### src/rtl/axi_lite_pkg.sv
// Shared AXI4-Lite response codes and FSM state types for the parametrised register bank.
package axi_lite_pkg;

    localparam logic [1:0] RESP_OKAY   = 2'b00;
    localparam logic [1:0] RESP_SLVERR = 2'b10;

    typedef enum logic [1:0] {
        W_IDLE,
        W_HAVE_AW,
        W_HAVE_W,
        W_RESP
    } wr_state_e;

    typedef enum logic {
        R_IDLE,
        R_RESP
    } rd_state_e;

endpackage

### src/rtl/regbank_word.sv
// One register word: byte-strobe merge, reset value, and read-only / self-clearing pulse modes.
module regbank_word #(
    parameter int            DW       = 32,
    parameter bit            IS_RO    = 1'b0,
    parameter bit            IS_PULSE = 1'b0,
    parameter logic [DW-1:0] RST_VAL  = '0
) (
    input  logic            clk_i,
    input  logic            rst_i,
    input  logic            we_i,
    input  logic [DW-1:0]   wdata_i,
    input  logic [DW/8-1:0] wstrb_i,
    output logic [DW-1:0]   q_o
);

    generate
        if (IS_RO) begin : gRo
            // Fabric owns the value; the bank only reflects zero on reg_out.
            logic unused;
            assign unused = ^{clk_i, rst_i, we_i, wdata_i, wstrb_i};
            assign q_o    = '0;
        end else begin : gReg
            logic [DW-1:0] word_q;
            logic [DW-1:0] word_d;

            // Pulse words start from zero so written bits only live for one cycle.
            always_comb begin
                word_d = IS_PULSE ? '0 : word_q;
                if (we_i) begin
                    for (int b = 0; b < DW/8; b++) begin
                        if (wstrb_i[b]) word_d[b*8 +: 8] = wdata_i[b*8 +: 8];
                    end
                end
            end

            always_ff @(posedge clk_i) begin
                if (rst_i) word_q <= RST_VAL;
                else       word_q <= word_d;
            end

            assign q_o = word_q;
        end
    endgenerate

endmodule

### src/rtl/axi_lite_regbank.sv
// AXI4-Lite slave register bank: independent AW/W capture, write/read FSMs, read mux and word array.
module axi_lite_regbank
    import axi_lite_pkg::*;
#(
    parameter int C_S_AXI_DATA_WIDTH = 32,
    parameter int C_S_AXI_ADDR_WIDTH = 11,
    parameter int NUM_REGS           = 16,
    parameter logic [NUM_REGS-1:0] RO_MASK    = '0,
    parameter logic [NUM_REGS-1:0] PULSE_MASK = '0,
    parameter logic [NUM_REGS*C_S_AXI_DATA_WIDTH-1:0] RST_VAL = '0
) (
    input  logic                                   S_AXI_ACLK,
    input  logic                                   S_AXI_ARESET,
    input  logic [C_S_AXI_ADDR_WIDTH-1:0]          S_AXI_AWADDR,
    input  logic [2:0]                             S_AXI_AWPROT,
    input  logic                                   S_AXI_AWVALID,
    output logic                                   S_AXI_AWREADY,
    input  logic [C_S_AXI_DATA_WIDTH-1:0]          S_AXI_WDATA,
    input  logic [C_S_AXI_DATA_WIDTH/8-1:0]        S_AXI_WSTRB,
    input  logic                                   S_AXI_WVALID,
    output logic                                   S_AXI_WREADY,
    output logic [1:0]                             S_AXI_BRESP,
    output logic                                   S_AXI_BVALID,
    input  logic                                   S_AXI_BREADY,
    input  logic [C_S_AXI_ADDR_WIDTH-1:0]          S_AXI_ARADDR,
    input  logic [2:0]                             S_AXI_ARPROT,
    input  logic                                   S_AXI_ARVALID,
    output logic                                   S_AXI_ARREADY,
    output logic [C_S_AXI_DATA_WIDTH-1:0]          S_AXI_RDATA,
    output logic [1:0]                             S_AXI_RRESP,
    output logic                                   S_AXI_RVALID,
    input  logic                                   S_AXI_RREADY,
    output logic [NUM_REGS*C_S_AXI_DATA_WIDTH-1:0] reg_out,
    input  logic [NUM_REGS*C_S_AXI_DATA_WIDTH-1:0] reg_in,
    output logic [NUM_REGS-1:0]                    wr_pulse,
    output logic [NUM_REGS-1:0]                    rd_pulse
);

    localparam int DW       = C_S_AXI_DATA_WIDTH;
    localparam int AW       = C_S_AXI_ADDR_WIDTH;
    localparam int ADDR_LSB = $clog2(DW/8);
    localparam int IW       = AW - ADDR_LSB;

    wr_state_e wrState_q, wrState_d;
    rd_state_e rdState_q, rdState_d;
    logic                alive_q;
    logic [IW-1:0]       awIdx_q;
    logic [DW-1:0]       wData_q;
    logic [DW/8-1:0]     wStrb_q;
    logic [1:0]          bResp_q, rResp_q;
    logic [DW-1:0]       rData_q;
    logic [NUM_REGS-1:0] wrPulse_q, rdPulse_q;

    logic awFire, wFire, arFire, commit, wrOk, rdHit;
    logic [IW-1:0]       wrIdx, rdIdx;
    logic [DW-1:0]       cData, rdWord;
    logic [DW/8-1:0]     cStrb;
    logic [NUM_REGS-1:0] wrSel, rdSel, wrWe;
    logic [NUM_REGS*DW-1:0] regVal;

    logic unused;
    assign unused = ^{S_AXI_AWPROT, S_AXI_ARPROT, S_AXI_AWADDR[ADDR_LSB-1:0],
                      S_AXI_ARADDR[ADDR_LSB-1:0], reg_in};

    // alive_q holds the readies low during reset and for the edge that releases it.
    always_ff @(posedge S_AXI_ACLK) begin
        if (S_AXI_ARESET) begin
            alive_q   <= 1'b0;
            wrState_q <= W_IDLE;
            rdState_q <= R_IDLE;
        end else begin
            alive_q   <= 1'b1;
            wrState_q <= wrState_d;
            rdState_q <= rdState_d;
        end
    end

    assign awFire = S_AXI_AWVALID && S_AXI_AWREADY;
    assign wFire  = S_AXI_WVALID  && S_AXI_WREADY;
    assign arFire = S_AXI_ARVALID && S_AXI_ARREADY;
    assign commit = (wrState_q == W_IDLE    && awFire && wFire) ||
                    (wrState_q == W_HAVE_AW && wFire) ||
                    (wrState_q == W_HAVE_W  && awFire);

    always_comb begin
        wrState_d = wrState_q;
        case (wrState_q)
            W_IDLE:    if (awFire && wFire) wrState_d = W_RESP;
                       else if (awFire)     wrState_d = W_HAVE_AW;
                       else if (wFire)      wrState_d = W_HAVE_W;
            W_HAVE_AW: if (wFire)           wrState_d = W_RESP;
            W_HAVE_W:  if (awFire)          wrState_d = W_RESP;
            W_RESP:    if (S_AXI_BREADY)    wrState_d = W_IDLE;
            default:                        wrState_d = W_IDLE;
        endcase
        rdState_d = rdState_q;
        case (rdState_q)
            R_IDLE:  if (arFire)       rdState_d = R_RESP;
            R_RESP:  if (S_AXI_RREADY) rdState_d = R_IDLE;
            default:                   rdState_d = R_IDLE;
        endcase
    end

    always_comb begin
        S_AXI_AWREADY = 1'b0;
        S_AXI_WREADY  = 1'b0;
        S_AXI_BVALID  = 1'b0;
        case (wrState_q)
            W_IDLE: begin
                S_AXI_AWREADY = alive_q;
                S_AXI_WREADY  = alive_q;
            end
            W_HAVE_AW: S_AXI_WREADY  = 1'b1;
            W_HAVE_W:  S_AXI_AWREADY = 1'b1;
            W_RESP:    S_AXI_BVALID  = 1'b1;
            default: ;
        endcase
        S_AXI_ARREADY = (rdState_q == R_IDLE) && alive_q;
        S_AXI_RVALID  = (rdState_q == R_RESP);
    end

    // Whichever half arrived first was latched; the other half comes straight from the bus.
    assign wrIdx = (wrState_q == W_HAVE_AW) ? awIdx_q : S_AXI_AWADDR[AW-1:ADDR_LSB];
    assign cData = (wrState_q == W_HAVE_W)  ? wData_q : S_AXI_WDATA;
    assign cStrb = (wrState_q == W_HAVE_W)  ? wStrb_q : S_AXI_WSTRB;
    assign rdIdx = S_AXI_ARADDR[AW-1:ADDR_LSB];

    always_comb begin
        wrSel  = '0;
        rdSel  = '0;
        rdWord = '0;
        for (int i = 0; i < NUM_REGS; i++) begin
            wrSel[i] = (32'(wrIdx) == i);
            rdSel[i] = (32'(rdIdx) == i);
            if (rdSel[i]) rdWord = RO_MASK[i] ? reg_in[i*DW +: DW] : regVal[i*DW +: DW];
        end
    end

    assign wrOk  = |(wrSel & ~RO_MASK);
    assign rdHit = |rdSel;
    assign wrWe  = (commit && wrOk) ? wrSel : '0;

    always_ff @(posedge S_AXI_ACLK) begin
        if (S_AXI_ARESET) begin
            awIdx_q   <= '0;
            wData_q   <= '0;
            wStrb_q   <= '0;
            bResp_q   <= RESP_OKAY;
            rResp_q   <= RESP_OKAY;
            rData_q   <= '0;
            wrPulse_q <= '0;
            rdPulse_q <= '0;
        end else begin
            if (wrState_q == W_IDLE && awFire) awIdx_q <= S_AXI_AWADDR[AW-1:ADDR_LSB];
            if (wrState_q == W_IDLE && wFire) begin
                wData_q <= S_AXI_WDATA;
                wStrb_q <= S_AXI_WSTRB;
            end
            if (commit) bResp_q <= wrOk ? RESP_OKAY : RESP_SLVERR;
            if (arFire) begin
                rData_q <= rdWord;
                rResp_q <= rdHit ? RESP_OKAY : RESP_SLVERR;
            end
            wrPulse_q <= wrWe;
            rdPulse_q <= (arFire && rdHit) ? rdSel : '0;
        end
    end

    for (genvar i = 0; i < NUM_REGS; i++) begin : gWord
        regbank_word #(
            .DW       (DW),
            .IS_RO    (RO_MASK[i]),
            .IS_PULSE (PULSE_MASK[i]),
            .RST_VAL  (RST_VAL[i*DW +: DW])
        ) uWord (
            .clk_i   (S_AXI_ACLK),
            .rst_i   (S_AXI_ARESET),
            .we_i    (wrWe[i]),
            .wdata_i (cData),
            .wstrb_i (cStrb),
            .q_o     (regVal[i*DW +: DW])
        );
    end

    assign reg_out     = regVal;
    assign wr_pulse    = wrPulse_q;
    assign rd_pulse    = rdPulse_q;
    assign S_AXI_BRESP = bResp_q;
    assign S_AXI_RDATA = rData_q;
    assign S_AXI_RRESP = rResp_q;

endmodule
### config.mk
export PLATFORM = sky130hd
export DESIGN_NAME = axi_lite_regbank
export DESIGN_NICKNAME = d
export VERILOG_FILES = /design/src/rtl/axi_lite_pkg.sv /design/src/rtl/regbank_word.sv /design/src/rtl/axi_lite_regbank.sv
export SDC_FILE = /design/constraint.sdc
export NUM_CORES = 1
export LEC_CHECK = 0
export ABC_AREA = 1
export BUFFER_PORTS_ARGS = -buffer_cell sky130_fd_sc_hd__buf_2
export CAP_MARGIN = 20
export CORE_AREA = 3 3 451 453
export CTS_BUF_LIST = sky130_fd_sc_hd__clkbuf_2 sky130_fd_sc_hd__clkbuf_4 sky130_fd_sc_hd__clkbuf_8
export CTS_CLUSTER_SIZE = 20
export DETAILED_ROUTE_END_ITERATION = 10
export DIE_AREA = 0 0 454 456
export SLEW_MARGIN = 20
export SYNTH_ARGS = -nofsm -noshare
export SYNTH_HDL_FRONTEND = slang
export SYNTH_SLANG_ARGS = --single-unit
export TNS_END_PERCENT = 5
### constraint.sdc
create_clock -name S_AXI_ACLK -period 3.4 [get_ports S_AXI_ACLK]
set_input_delay 0.68 -clock S_AXI_ACLK [delete_from_list [all_inputs] [get_ports S_AXI_ACLK]]
set_output_delay 0.68 -clock S_AXI_ACLK [all_outputs]
set_load 0.02 [all_outputs]
==> run_results.csv <==
group,metric,value,unit
sta,fin_skew,0.0801,ns
sta,setup_viol_count_final,0,
critical_path,cp.required,4.15,ns
yosys,synth-main-ff-cell,"dfxtp_1",
power_and_ir_drop,total_power,19.9,mW
clock_network,clkLatencyLatePin,0.92,ns
clock_network,cts-root-buf,"clkbuf_8",
min_path,holdCritStartpoint,"S_AXI_AWADDR[9]",
critical_path,worst_setup_path_end_kind,"flip-flop",
power_and_ir_drop,p_switching,6.58,mW
power_and_ir_drop,p_clk_frac,0.457,
die,start_util,0.136,
clock_network,clock_sinks,627,
sta,period_minus_slack,3.11,ns
status,status,"complete, no violations",
sta,finalHoldViolCount,0,
power_and_ir_drop,vdd_ir_drop_max,0.464,mV
detailed_routing,drt_pass1_iterations,5,
detailed_routing,wl_per_cell,25.5,um
yosys,ys_seq_area_frac,0.462,
clock_network,htreeDepth,3,
sta,slew_headroom,0.481,
placement,place_ws,-0.271,ns
global_route,grt_pass1_wl,256000,um
yosys,synth_area,27200,sq um
clock_network,post_cts_buffers,0,
placement,place_congestion,0.937,
power_and_ir_drop,p_int,13.3,mW
critical_path,cp_slowest_cell,"dfxtp_1",
global_route,grt_pass1_vias,29127,
detailed_routing,drt_iter0_drc,3007,
global_route,grt.overflow.total,0,
sta,period_share,0.916,
clock_network,clk_pin_slew_worst_paths,0.06,ns
placement,dp_hpwl,156000,um
global_route,grt_max_degree,107,
sta,setup_slack,0.285,ns
yosys,ys_seq_elements,627,
critical_path,rr_worst_depth,15,
die,die_y,456,um
sta,rsz0062_at_grt,"false",
sta,tightest_slew,0.779,ns
layout,nets,5369,
detailed_routing,wl,193000,um
layout,drive_above_1_share,0.271,
yosys,synth_cell_types,39,
critical_path,r2r_end,"gWord[13].uWord.q_o[4]",
yosys,synth_edf_count,0,
critical_path,cp_common_cell,"buf_4",
die,ioPinCount,1168,
critical_path,worstPathMaxFanout,16,
clock_network,cts_tree,"done",
critical_path,rrSetupSlack,0.29,ns
critical_path,crit_chain,"inv_1, ha_1, buf_4, nand2_1, o21ai_1, or2_2, nor3_1, inv_1, buf_4, nor3_2, buf_4, nand2_1, buf_4, o21ai_0, a21oi_1",
power_and_ir_drop,pwr-share-seq,0.379,
global_route,antenna_found_initial,24,
power_and_ir_drop,power.leakage,15.9,nW
yosys,yosys_warnings,0,
min_path,hold_path_depth,3,
min_path,hold_path_class,"input port to flip-flop",
placement,portBuffers,643,
power_and_ir_drop,pwr_density_cell,503,nW/um^2
sta,fmax,0.321,GHz
critical_path,r2r-start,"wrState_q[1]",
critical_path,crit_type,"flip-flop to flip-flop",
layout,area_growth,45.5,%
die,core-area,200000,sq um
die,die_w,454,um
global_route,grt_util_all_layers,0.179,
critical_path,crit_path_max_incr_delay,0.35,ns
critical_path,startpoint_type,"flip-flop",
clock_network,numCtsBuffers,121,
power_and_ir_drop,swShare,0.331,
detailed_routing,ant_nets,0,
die,core.rowCount,164,
power_and_ir_drop,power_frac_comb,0.164,
clock_network,clock_path_buffers,3,
yosys,syn-instance-count,3858,
critical_path,crit_arrival,3.87,ns
sta,slew_violations,0,
yosys,synthArstFlopShare,0,
detailed_routing,num_vias,31368,
detailed_routing,drc,0,
yosys,avgSynthCellArea,7.04,sq um
detailed_routing,viasPerCell,4.15,
min_path,holdPathEnd,"awIdx_q[7]",
die,die_area,207000,sq um
run,maxCapViolCount,0,
metrics by stage:
stage	TNS [ns]	utilization	cells	instance area [sq um]	hold WS (ns)
after global routing	0	0.198	7542	39500	0.0543
after CTS	0	0.198	7539	39500	0.00171
after floorplan	0	-	3859	27200	0.425
after global placement	-2.76	0.182	7282	36300	0.438
after detailed placement	-3.11	0.182	7282	36300	0.443
final	0	0.198	7552	39500	0.138
layout by cell type, fill, tap and decap left out, types with 92 or more instances in the layout:
cell / Yosys / routed
nand2_1: 671 / 671
a21oi_1: 602 / 602
nand4_1: 92 / 92
nor2_1: 168 / 165
clkbuf_8: 0 / 152
nand3_1: 266 / 266
buf_2: 45 / 642
o21ai_0: 495 / 484
dfxtp_1: 627 / 627
buf_4: 8 / 338
inv_1: 523 / 521
cell type report:
| cell class | count | area, sq um |
|---|---|---|
| antenna | 13 | 32.5 |
| clock buffer | 184 | 2330 |
| clock inverter | 40 | 567 |
| fill | 22533 | 160000 |
| inverter | 537 | 2030 |
| multi-input combinational | 2431 | 11600 |
| sequential | 627 | 12600 |
| tap | 2656 | 3320 |
| timing repair buffer | 1064 | 7090 |
worst max-delay path by stage:
stage,startpoint,end,slack (ns),cells past startpoint
after CTS,wrState_q[1],gWord[14].uWord.q_o[5],0.05,19
after floorplan,S_AXI_AWADDR[8],gWord[4].uWord.q_o[13],0.92,14
after detailed placement,S_AXI_ARADDR[7],S_AXI_RDATA[3],-0.27,20
final,wrState_q[1],gWord[13].uWord.q_o[4],0.29,15
after global routing,wrState_q[1],gWord[14].uWord.q_o[5],0.06,19
after global placement,S_AXI_ARADDR[4],S_AXI_RDATA[3],-0.26,20
cell usage after synthesis, types with 2 or more instances:
| cell type | n | area (sq um) |
|---|---|---|
| nor2_2 | 2 | 12.5 |
| o22ai_1 | 6 | 37.5 |
| a31oi_1 | 3 | 18.8 |
| a221oi_1 | 2 | 17.5 |
| a21oi_2 | 2 | 17.5 |
| buf_1 | 10 | 37.5 |
| inv_1 | 523 | 1960 |
| nand3_1 | 266 | 1330 |
| nor3_4 | 3 | 48.8 |
| clkbuf_1 | 196 | 736 |
| dfxtp_1 | 627 | 12600 |
| o21ai_2 | 3 | 26.3 |
| a21oi_1 | 602 | 3010 |
| o21ai_1 | 37 | 185 |
| inv_2 | 12 | 45.0 |
| nor3_2 | 10 | 100 |
| nand2_2 | 8 | 50.1 |
| o21ai_0 | 495 | 2480 |
| nor4_1 | 16 | 100 |
| nand4_1 | 92 | 576 |
| nor3_1 | 26 | 130 |
| buf_2 | 45 | 225 |
| nor4_2 | 2 | 25.0 |
| buf_6 | 5 | 56.3 |
| ha_1 | 4 | 50.1 |
| nand2_4 | 4 | 45.0 |
| nand2_1 | 671 | 2520 |
| nor2_1 | 168 | 631 |
| buf_4 | 8 | 60.1 |
registers in the layout, indices dropped and copies added, names as in the netlist, 2 cells and up:
| name | cells |
|---|---|
| gWord.uWord.q_o | 512 |
| rd_pulse | 16 |
| wrState_q | 2 |
| wData_q | 32 |
| awIdx_q | 9 |
| S_AXI_RDATA | 32 |
| wStrb_q | 4 |
| wr_pulse | 16 |
metal layers:
| layer | global-route usage | vias up | part of all wire |
|---|---|---|---|
| li1 | - | 14540 | - |
| met1 | 0.224 | 15040 | 0.41 |
| met2 | 0.284 | 1487 | 0.45 |
| met3 | 0.0468 | 301 | 0.082 |
| met4 | 0.0893 | 0 | 0.055 |
| met5 | 0 | - | 0 |
power by group through the flow:
stage	Clock (mW)	Sequential, mW	Combinational [mW]
finish	9.09	7.54	3.25
global route	9.62	7.55	3.46
CTS	9.34	7.54	3.27
detailed placement	0	7.70	3.24
global placement	0	7.70	3.19
floorplan	0	7.70	1.41
what timing repair did:
| action | CTS | global route |
|---|---|---|
| setup endpoints to repair | 0 | 36 |
| hold endpoints to repair | 33 | 0 |
| resized for setup | 0 | 1 |
| hold buffers | 33 | 0 |
worst max-delay path: cells and delay by family, from the launching register on:
kind            cells  cell delay, ns
buf+inv             6            1.16
simple gates        5            0.89
compound gates      3            0.40
flops               1            0.35
fa+ha+maj           1            0.22
cells by family after synthesis:
family,Yosys count,share of synthesized area
simple gates,1272,0.207
compound gates,1153,0.214
buf+inv,801,0.115
flops,627,0.462
fa+ha+maj,4,0.00184
other cells,1,0.000138
No activity file was read; power rests on OpenSTA's default activity.
